===== config.mk =====
export PLATFORM = sky130hd
export DESIGN_NAME = ahb_lite_master_flat
export DESIGN_NICKNAME = d
export VERILOG_FILES = /design/src/rtl/ahb_lite_master_pkg.sv /design/src/rtl/ahb_lite_master_if.sv /design/src/rtl/ahb_lite_master.sv /design/src/flat_wrapper.sv
export SDC_FILE = /design/constraint.sdc
export NUM_CORES = 1
export LEC_CHECK = 0
export BUFFER_PORTS_ARGS = -buffer_cell sky130_fd_sc_hd__clkbuf_2
export CORE_ASPECT_RATIO = 0.7
export CORE_MARGIN = 5
export CORE_UTILIZATION = 40
export DETAILED_ROUTE_END_ITERATION = 10
export GPL_TIMING_DRIVEN = 0
export HOLD_SLACK_MARGIN = 0.05
export PLACE_DENSITY = 0.76
export SLEW_MARGIN = 20
export SYNTH_ARGS = -nofsm -noshare
export SYNTH_HDL_FRONTEND = slang
export SYNTH_SLANG_ARGS = --single-unit

===== constraint.sdc =====
create_clock -name clk -period 2.2 [get_ports clk]
set_clock_uncertainty 0.2 [all_clocks]
set_input_delay 0.33 -clock clk [delete_from_list [all_inputs] [get_ports clk]]
set_output_delay 0.33 -clock clk [all_outputs]
set_load 0.01 [all_outputs]

===== src/rtl/ahb_lite_master_pkg.sv =====
`default_nettype none
// ============================================================================
// Module      : ahb_lite_master_pkg
// Description : Shared AHB-lite constants and request legality helper for the
//               AHB-lite master and its environment.
// Revision    : 1.0 - initial release
// ============================================================================
package ahb_lite_master_pkg;

    localparam int WORD_WIDTH = 32;

    // AHB transfer types used by a single-transfer master
    localparam logic [1:0] HTRANS_IDLE   = 2'b00;
    localparam logic [1:0] HTRANS_NONSEQ = 2'b10;

    // AHB-lite slave responses
    localparam logic [1:0] HRESP_OKAY  = 2'b00;
    localparam logic [1:0] HRESP_ERROR = 2'b01;

    // Burst type: this master only ever issues SINGLE transfers
    localparam logic [2:0] HBURST_SINGLE = 3'b000;

    // Bus transfer sizes
    localparam logic [2:0] HSIZE_BYTE = 3'b000;
    localparam logic [2:0] HSIZE_HALF = 3'b001;
    localparam logic [2:0] HSIZE_WORD = 3'b010;

    // A request is illegal for an unsupported size or a misaligned address.
    function automatic logic req_is_illegal(input logic [1:0] size,
                                            input logic [1:0] addr_lsb);
        logic bad;
        case (size)
            2'd0:    bad = 1'b0;
            2'd1:    bad = addr_lsb[0];
            2'd2:    bad = (addr_lsb != 2'b00);
            default: bad = 1'b1;
        endcase
        return bad;
    endfunction

endpackage
`default_nettype wire


===== src/rtl/ahb_lite_master_if.sv =====
`default_nettype none
// ============================================================================
// Module      : ahb_lite_master_if
// Description : Core request/response channels plus AHB-lite bus signals of
//               the AHB-lite master. "master" is the bus master's view,
//               "slave" is the view of the core + bus fabric around it.
// Revision    : 1.0 - initial release
// ============================================================================
interface ahb_lite_master_if;
    import ahb_lite_master_pkg::*;

    // Core request channel
    logic                  req_valid;
    logic                  req_ready;
    logic                  req_write;
    logic [WORD_WIDTH-1:0] req_addr;
    logic [1:0]            req_size;
    logic [WORD_WIDTH-1:0] req_wdata;

    // Core response channel
    logic                  rsp_valid;
    logic                  rsp_ready;
    logic [WORD_WIDTH-1:0] rsp_rdata;
    logic                  rsp_err;

    // AHB-lite bus
    logic [WORD_WIDTH-1:0] HADDR;
    logic                  HWRITE;
    logic [2:0]            HSIZE;
    logic [2:0]            HBURST;
    logic [1:0]            HTRANS;
    logic                  HMASTLOCK;
    logic [WORD_WIDTH-1:0] HWDATA;
    logic [WORD_WIDTH-1:0] HRDATA;
    logic                  HREADY;
    logic [1:0]            HRESP;

    modport master (
        input  req_valid, req_write, req_addr, req_size, req_wdata, rsp_ready,
        input  HRDATA, HREADY, HRESP,
        output req_ready, rsp_valid, rsp_rdata, rsp_err,
        output HADDR, HWRITE, HSIZE, HBURST, HTRANS, HMASTLOCK, HWDATA
    );

    modport slave (
        output req_valid, req_write, req_addr, req_size, req_wdata, rsp_ready,
        output HRDATA, HREADY, HRESP,
        input  req_ready, rsp_valid, rsp_rdata, rsp_err,
        input  HADDR, HWRITE, HSIZE, HBURST, HTRANS, HMASTLOCK, HWDATA
    );

endinterface
`default_nettype wire


===== src/rtl/ahb_lite_master.sv =====
`default_nettype none
// ============================================================================
// Module      : ahb_lite_master
// Description : Single-outstanding AHB-lite master. Converts one core request
//               into one SINGLE transfer and returns data/error status on a
//               valid/ready response channel. A wait-state timeout protects
//               against hung slaves. TIMEOUT must be at least 2.
// Revision    : 1.0 - initial release
// ============================================================================
module ahb_lite_master
    import ahb_lite_master_pkg::*;
#(
    parameter int TIMEOUT = 16
) (
    input  wire logic          clk,
    input  wire logic          rst_n,
    ahb_lite_master_if.master  bus
);

    // Counter only has to reach TIMEOUT-1; the edge that would make it
    // TIMEOUT is the abort edge itself.
    localparam int                CNT_W    = $clog2(TIMEOUT);
    localparam logic [CNT_W-1:0]  CNT_LAST = CNT_W'(TIMEOUT - 1);

    typedef enum logic [1:0] {
        ST_IDLE = 2'd0,
        ST_ADDR = 2'd1,
        ST_DATA = 2'd2,
        ST_RESP = 2'd3
    } state_t;

    state_t                r_state,     w_state_nxt;
    logic [1:0]            r_htrans,    w_htrans_nxt;
    logic [WORD_WIDTH-1:0] r_haddr,     w_haddr_nxt;
    logic                  r_hwrite,    w_hwrite_nxt;
    logic [2:0]            r_hsize,     w_hsize_nxt;
    logic [WORD_WIDTH-1:0] r_hwdata,    w_hwdata_nxt;
    logic                  r_rsp_valid, w_rsp_valid_nxt;
    logic                  r_rsp_err,   w_rsp_err_nxt;
    logic [WORD_WIDTH-1:0] r_rsp_rdata, w_rsp_rdata_nxt;
    logic                  r_sticky,    w_sticky_nxt;
    logic [CNT_W-1:0]      r_cnt,       w_cnt_nxt;

    logic w_err_now;
    logic w_fail;

    assign w_err_now = (bus.HRESP == HRESP_ERROR);
    assign w_fail    = r_sticky | w_err_now;

    // State and all registered bus/response outputs
    always_ff @(posedge clk) begin
        if (!rst_n) begin
            r_state     <= ST_IDLE;
            r_htrans    <= HTRANS_IDLE;
            r_haddr     <= '0;
            r_hwrite    <= 1'b0;
            r_hsize     <= HSIZE_WORD;
            r_hwdata    <= '0;
            r_rsp_valid <= 1'b0;
            r_rsp_err   <= 1'b0;
            r_rsp_rdata <= '0;
            r_sticky    <= 1'b0;
            r_cnt       <= '0;
        end else begin
            r_state     <= w_state_nxt;
            r_htrans    <= w_htrans_nxt;
            r_haddr     <= w_haddr_nxt;
            r_hwrite    <= w_hwrite_nxt;
            r_hsize     <= w_hsize_nxt;
            r_hwdata    <= w_hwdata_nxt;
            r_rsp_valid <= w_rsp_valid_nxt;
            r_rsp_err   <= w_rsp_err_nxt;
            r_rsp_rdata <= w_rsp_rdata_nxt;
            r_sticky    <= w_sticky_nxt;
            r_cnt       <= w_cnt_nxt;
        end
    end

    // Next-state and next-output logic of the transfer FSM
    always_comb begin
        w_state_nxt     = r_state;
        w_htrans_nxt    = r_htrans;
        w_haddr_nxt     = r_haddr;
        w_hwrite_nxt    = r_hwrite;
        w_hsize_nxt     = r_hsize;
        w_hwdata_nxt    = r_hwdata;
        w_rsp_valid_nxt = r_rsp_valid;
        w_rsp_err_nxt   = r_rsp_err;
        w_rsp_rdata_nxt = r_rsp_rdata;
        w_sticky_nxt    = r_sticky;
        w_cnt_nxt       = r_cnt;

        case (r_state)
            ST_IDLE: begin
                if (bus.req_valid) begin
                    if (req_is_illegal(bus.req_size, bus.req_addr[1:0])) begin
                        // Rejected without touching the bus
                        w_state_nxt     = ST_RESP;
                        w_rsp_valid_nxt = 1'b1;
                        w_rsp_err_nxt   = 1'b1;
                        w_rsp_rdata_nxt = '0;
                    end else begin
                        w_state_nxt  = ST_ADDR;
                        w_htrans_nxt = HTRANS_NONSEQ;
                        w_haddr_nxt  = bus.req_addr;
                        w_hwrite_nxt = bus.req_write;
                        w_hsize_nxt  = {1'b0, bus.req_size};
                        w_hwdata_nxt = bus.req_wdata;
                        w_cnt_nxt    = '0;
                    end
                end
            end

            ST_ADDR: begin
                if (bus.HREADY) begin
                    w_state_nxt  = ST_DATA;
                    w_htrans_nxt = HTRANS_IDLE;
                    w_cnt_nxt    = '0;
                    w_sticky_nxt = 1'b0;
                end else if (r_cnt == CNT_LAST) begin
                    w_state_nxt     = ST_RESP;
                    w_htrans_nxt    = HTRANS_IDLE;
                    w_rsp_valid_nxt = 1'b1;
                    w_rsp_err_nxt   = 1'b1;
                    w_rsp_rdata_nxt = '0;
                end else begin
                    w_cnt_nxt = r_cnt + CNT_W'(1);
                end
            end

            ST_DATA: begin
                if (bus.HREADY) begin
                    // An ERROR seen earlier in the phase or on this edge fails
                    // the transfer and suppresses read data.
                    w_state_nxt     = ST_RESP;
                    w_rsp_valid_nxt = 1'b1;
                    w_rsp_err_nxt   = w_fail;
                    w_rsp_rdata_nxt = (!r_hwrite && !w_fail) ? bus.HRDATA : '0;
                end else begin
                    w_sticky_nxt = w_fail;
                    if (r_cnt == CNT_LAST) begin
                        w_state_nxt     = ST_RESP;
                        w_rsp_valid_nxt = 1'b1;
                        w_rsp_err_nxt   = 1'b1;
                        w_rsp_rdata_nxt = '0;
                    end else begin
                        w_cnt_nxt = r_cnt + CNT_W'(1);
                    end
                end
            end

            ST_RESP: begin
                if (bus.rsp_ready) begin
                    w_state_nxt     = ST_IDLE;
                    w_rsp_valid_nxt = 1'b0;
                end
            end

            default: begin
                w_state_nxt = ST_IDLE;
            end
        endcase
    end

    assign bus.req_ready = (r_state == ST_IDLE);
    assign bus.rsp_valid = r_rsp_valid;
    assign bus.rsp_err   = r_rsp_err;
    assign bus.rsp_rdata = r_rsp_rdata;
    assign bus.HADDR     = r_haddr;
    assign bus.HWRITE    = r_hwrite;
    assign bus.HSIZE     = r_hsize;
    assign bus.HBURST    = HBURST_SINGLE;
    assign bus.HTRANS    = r_htrans;
    assign bus.HMASTLOCK = 1'b0;
    assign bus.HWDATA    = r_hwdata;

endmodule
`default_nettype wire


===== src/flat_wrapper.sv =====
// flat-port wrapper written by rule: the top's interface ports become plain ports
module ahb_lite_master_flat import ahb_lite_master_pkg::*;
#(
    parameter int TIMEOUT = 16
)
  (clk, rst_n, bus_req_valid, bus_req_write, bus_req_addr, bus_req_size, bus_req_wdata, bus_rsp_ready, bus_HRDATA, bus_HREADY, bus_HRESP, bus_req_ready, bus_rsp_valid, bus_rsp_rdata, bus_rsp_err, bus_HADDR, bus_HWRITE, bus_HSIZE, bus_HBURST, bus_HTRANS, bus_HMASTLOCK, bus_HWDATA);
  ahb_lite_master_if bus_i ();
  input  wire logic clk;
  input  wire logic rst_n;
  input wire logic [$bits(bus_i.req_valid)-1:0] bus_req_valid;
  input wire logic [$bits(bus_i.req_write)-1:0] bus_req_write;
  input wire logic [$bits(bus_i.req_addr)-1:0] bus_req_addr;
  input wire logic [$bits(bus_i.req_size)-1:0] bus_req_size;
  input wire logic [$bits(bus_i.req_wdata)-1:0] bus_req_wdata;
  input wire logic [$bits(bus_i.rsp_ready)-1:0] bus_rsp_ready;
  input wire logic [$bits(bus_i.HRDATA)-1:0] bus_HRDATA;
  input wire logic [$bits(bus_i.HREADY)-1:0] bus_HREADY;
  input wire logic [$bits(bus_i.HRESP)-1:0] bus_HRESP;
  output wire logic [$bits(bus_i.req_ready)-1:0] bus_req_ready;
  output wire logic [$bits(bus_i.rsp_valid)-1:0] bus_rsp_valid;
  output wire logic [$bits(bus_i.rsp_rdata)-1:0] bus_rsp_rdata;
  output wire logic [$bits(bus_i.rsp_err)-1:0] bus_rsp_err;
  output wire logic [$bits(bus_i.HADDR)-1:0] bus_HADDR;
  output wire logic [$bits(bus_i.HWRITE)-1:0] bus_HWRITE;
  output wire logic [$bits(bus_i.HSIZE)-1:0] bus_HSIZE;
  output wire logic [$bits(bus_i.HBURST)-1:0] bus_HBURST;
  output wire logic [$bits(bus_i.HTRANS)-1:0] bus_HTRANS;
  output wire logic [$bits(bus_i.HMASTLOCK)-1:0] bus_HMASTLOCK;
  output wire logic [$bits(bus_i.HWDATA)-1:0] bus_HWDATA;
  assign bus_i.req_valid = bus_req_valid;
  assign bus_i.req_write = bus_req_write;
  assign bus_i.req_addr = bus_req_addr;
  assign bus_i.req_size = bus_req_size;
  assign bus_i.req_wdata = bus_req_wdata;
  assign bus_i.rsp_ready = bus_rsp_ready;
  assign bus_i.HRDATA = bus_HRDATA;
  assign bus_i.HREADY = bus_HREADY;
  assign bus_i.HRESP = bus_HRESP;
  assign bus_req_ready = bus_i.req_ready;
  assign bus_rsp_valid = bus_i.rsp_valid;
  assign bus_rsp_rdata = bus_i.rsp_rdata;
  assign bus_rsp_err = bus_i.rsp_err;
  assign bus_HADDR = bus_i.HADDR;
  assign bus_HWRITE = bus_i.HWRITE;
  assign bus_HSIZE = bus_i.HSIZE;
  assign bus_HBURST = bus_i.HBURST;
  assign bus_HTRANS = bus_i.HTRANS;
  assign bus_HMASTLOCK = bus_i.HMASTLOCK;
  assign bus_HWDATA = bus_i.HWDATA;
  ahb_lite_master #(.TIMEOUT(TIMEOUT)) u_core (.clk(clk), .rst_n(rst_n), .bus(bus_i));
endmodule

==> run metrics <==
most common library cell in the layout ignoring fill and taps=clkbuf_2; Power Density=879.0 nW/um^2; Rel. slew slack=0.6385; P_sw=0.001937 W; number of synthesized flops with an enable pin=0; register area share after synthesis=0.5361; DRT Pass-1 Iters=5; Slew @ Worst Pin=0.5422 ns; H-tree depth=3; largest net degree at the start of global routing=20; Root Buffer Master=clkbuf_16; vias in the first global route=4592; worst slack at placement=-0.2252 ns; Worst VDD drop=0.4435 mV; sequential group share of total power=0.389; Synth Flop Type=dfxtp_1; clock share of power=0.283; Num CTS Buffers=9; Lkg Pwr=3.080 nW; ys async rst share=0; starting DRC count in detailed routing=199; Req. time, crit path=2.24 ns; RD Place Congestion=0.8405; Total GRT Usage=0.2250; Layout area overhead=66.19%; final worst slack=0.02765 ns; first-pass GRT wire length=22170 um; die area=12320 sq um; most frequent cells in the layout=clkbuf_2 (212), nand2_1 (140), dfxtp_1 (107), dlygate4sd3_1 (98), a21oi_1 (73); DIE HEIGHT=94.40 um; status=finished clean; crit-path leading delay family=compound AO/OA/AOI/OAI gates; logic gate share of total power=0.328; port bufs=208; core area=9797 sq um; CP Cell Sequence=inv_4 -> ha_4 -> nand2_2 -> o31a_1 -> o31a_4 -> buf_2 -> a22o_1; wire length per cell=16.07 um; Crit Path Class=reg2reg; crit-path max FO=7; Pint=0.004008 W; Net count, final=902; share of cells above drive strength 1=0.3455; Sw Share=0.3258; Critical Path End Type=flip-flop; clock period minus worst slack=2.172 ns; Ys Warns=0; # IOs=215; f_max=460.3 MHz; Final ANT Viol Nets=0; Worst-Skew Late Latency=0.34 ns; synth unique cells=42; CP max stage delay=0.42 ns; grt ovf=0; final hold vios=0; period utilization=0.9874; Via Count=4592; initial antenna violation count=0; CP Launch Type=flip-flop; Via density=4.964; Post-Syn Area=4070 sq um; clock transition at the registers of the reported paths=0.07 ns; final core utilization=0.6904; max_cap viols=0; # rows=30; Clock Sinks=109; Syn Inst Count=462; Worst path slowest cell=o31a_4; CTS tree=done; DRC=0; final setup vio count=0; Arrival @ worst endpoint=2.21 ns; Slew Viols, Final=0; Tightest Hold Check Type=in2reg; Worst Path Buf+Inv=2; WL final=14870 um; worst hold slack=0.07921 ns; Die X=130.6 um; Max Root-Sink Buffers=2; Avg Synthesized Cell Area=8.810 sq um; number of synthesized register bits=109; Initial Utilization=0.4155; hpwl dp=9815 um
## registers in the layout, indices dropped and copies added, names as in the netlist
register / count
u_core.r_sticky: 1
u_core.r_state: 2
u_core.bus.rsp_rdata: 32
u_core.bus.HTRANS: 1
u_core.bus.HWRITE: 1
u_core.r_cnt: 4
u_core.bus.HADDR: 32
u_core.bus.HSIZE: 2
u_core.bus.rsp_err: 1
u_core.bus.rsp_valid: 1
u_core.bus.HWDATA: 32
## routing by layer
metal / vias to the layer above / GRT usage / wire [um]
li1: 2237 / - / -
met2: 223 / 0.4020 / 7514
met1: 2103 / 0.2627 / 5826
met5: - / 0 / 0
met4: 0 / 0.07277 / 330
met3: 29 / 0.05879 / 1195
## synth_stat cells (all sizes together), types with 3 or more instances
cell type | instances | share of area
a21oi | 73 | 0.090
a22o | 32 | 0.071
buf | 19 | 0.032
clkbuf | 17 | 0.016
dfxtp | 109 | 0.54
ha | 5 | 0.015
inv | 5 | 0.0046
nand2 | 142 | 0.13
nand2b | 3 | 0.0046
nand3 | 5 | 0.0061
nor2 | 5 | 0.0046
nor2b | 6 | 0.0092
nor3 | 3 | 0.0049
o21ai | 5 | 0.0061
o221a | 3 | 0.0083
o31a | 3 | 0.0065
## cells by family after synthesis
logic type      share of synthesized area
other cells                     0.0009213
compound gates                     0.2164
fa+ha+maj                         0.01537
simple gates                       0.1783
flops                              0.5361
buf+inv                           0.05287
## final cells by class
cell class / instances / area (sq um)
antenna: 1 / 2.502
buffer: 34 / 227.7
clock buffer: 10 / 239.0
clock inverter: 6 / 76.32
fill: 746 / 3033
inverter: 6 / 27.53
multi-input combinational: 316 / 1735
sequential: 109 / 2190
tap: 128 / 160.2
timing repair buffer: 315 / 2106
## power groups by stage
stage / clock network (W) / logic, W / registers [W]
after floorplan: 0 / 0.000908 / 0.00238
after global placement: 0 / 0.00147 / 0.00231
after detailed placement: 0 / 0.00152 / 0.00232
after CTS: 0.00173 / 0.00177 / 0.00230
after global routing: 0.00180 / 0.00213 / 0.00233
final: 0.00168 / 0.00195 / 0.00231
## worst min-delay path: stages
cell      delay (ns)
clkbuf_2        0.11
nand2_1         0.06
a21oi_1         0.06
## stage by stage
| step | area, sq um | cells | power (W) | TNS (ns) |
|---|---|---|---|---|
| finish | 6764 | 925 | 0.005946 | 0 |
| global route | 6761 | 924 | 0.006258 | -0.4612 |
| CTS | 6658 | 920 | 0.005798 | 0 |
| detailed placement | 5293 | 803 | 0.003841 | -9.322 |
| global placement | 5293 | 803 | 0.003780 | -5.543 |
| floorplan | 4091 | 467 | 0.003293 | 0 |
## final timing paths
check | slack [ns] | end | startpoint | cells past startpoint
setup / recovery | 0.03 | u_core.bus.rsp_rdata[17] | u_core.r_state[1] | 7
hold / removal | 0.08 | u_core.bus.HSIZE[0] | bus_req_size[0] | 3
setup reg to reg | 0.03 | u_core.bus.rsp_rdata[17] | u_core.r_state[1] | 7
hold reg to reg | 0.26 | u_core.bus.HADDR[6] | u_core.bus.HADDR[6] | 2
## timing repair
item	4_1_cts	5_1_grt
gates resized for setup	15	25
buffers inserted	3	3
hold buffers	98	0
endpoints found under the hold margin	98	0
cloned	0	3
setup endpoints to repair	95	95
pin swaps	2	5
Note: power is estimated with default switching activity, not from simulation.
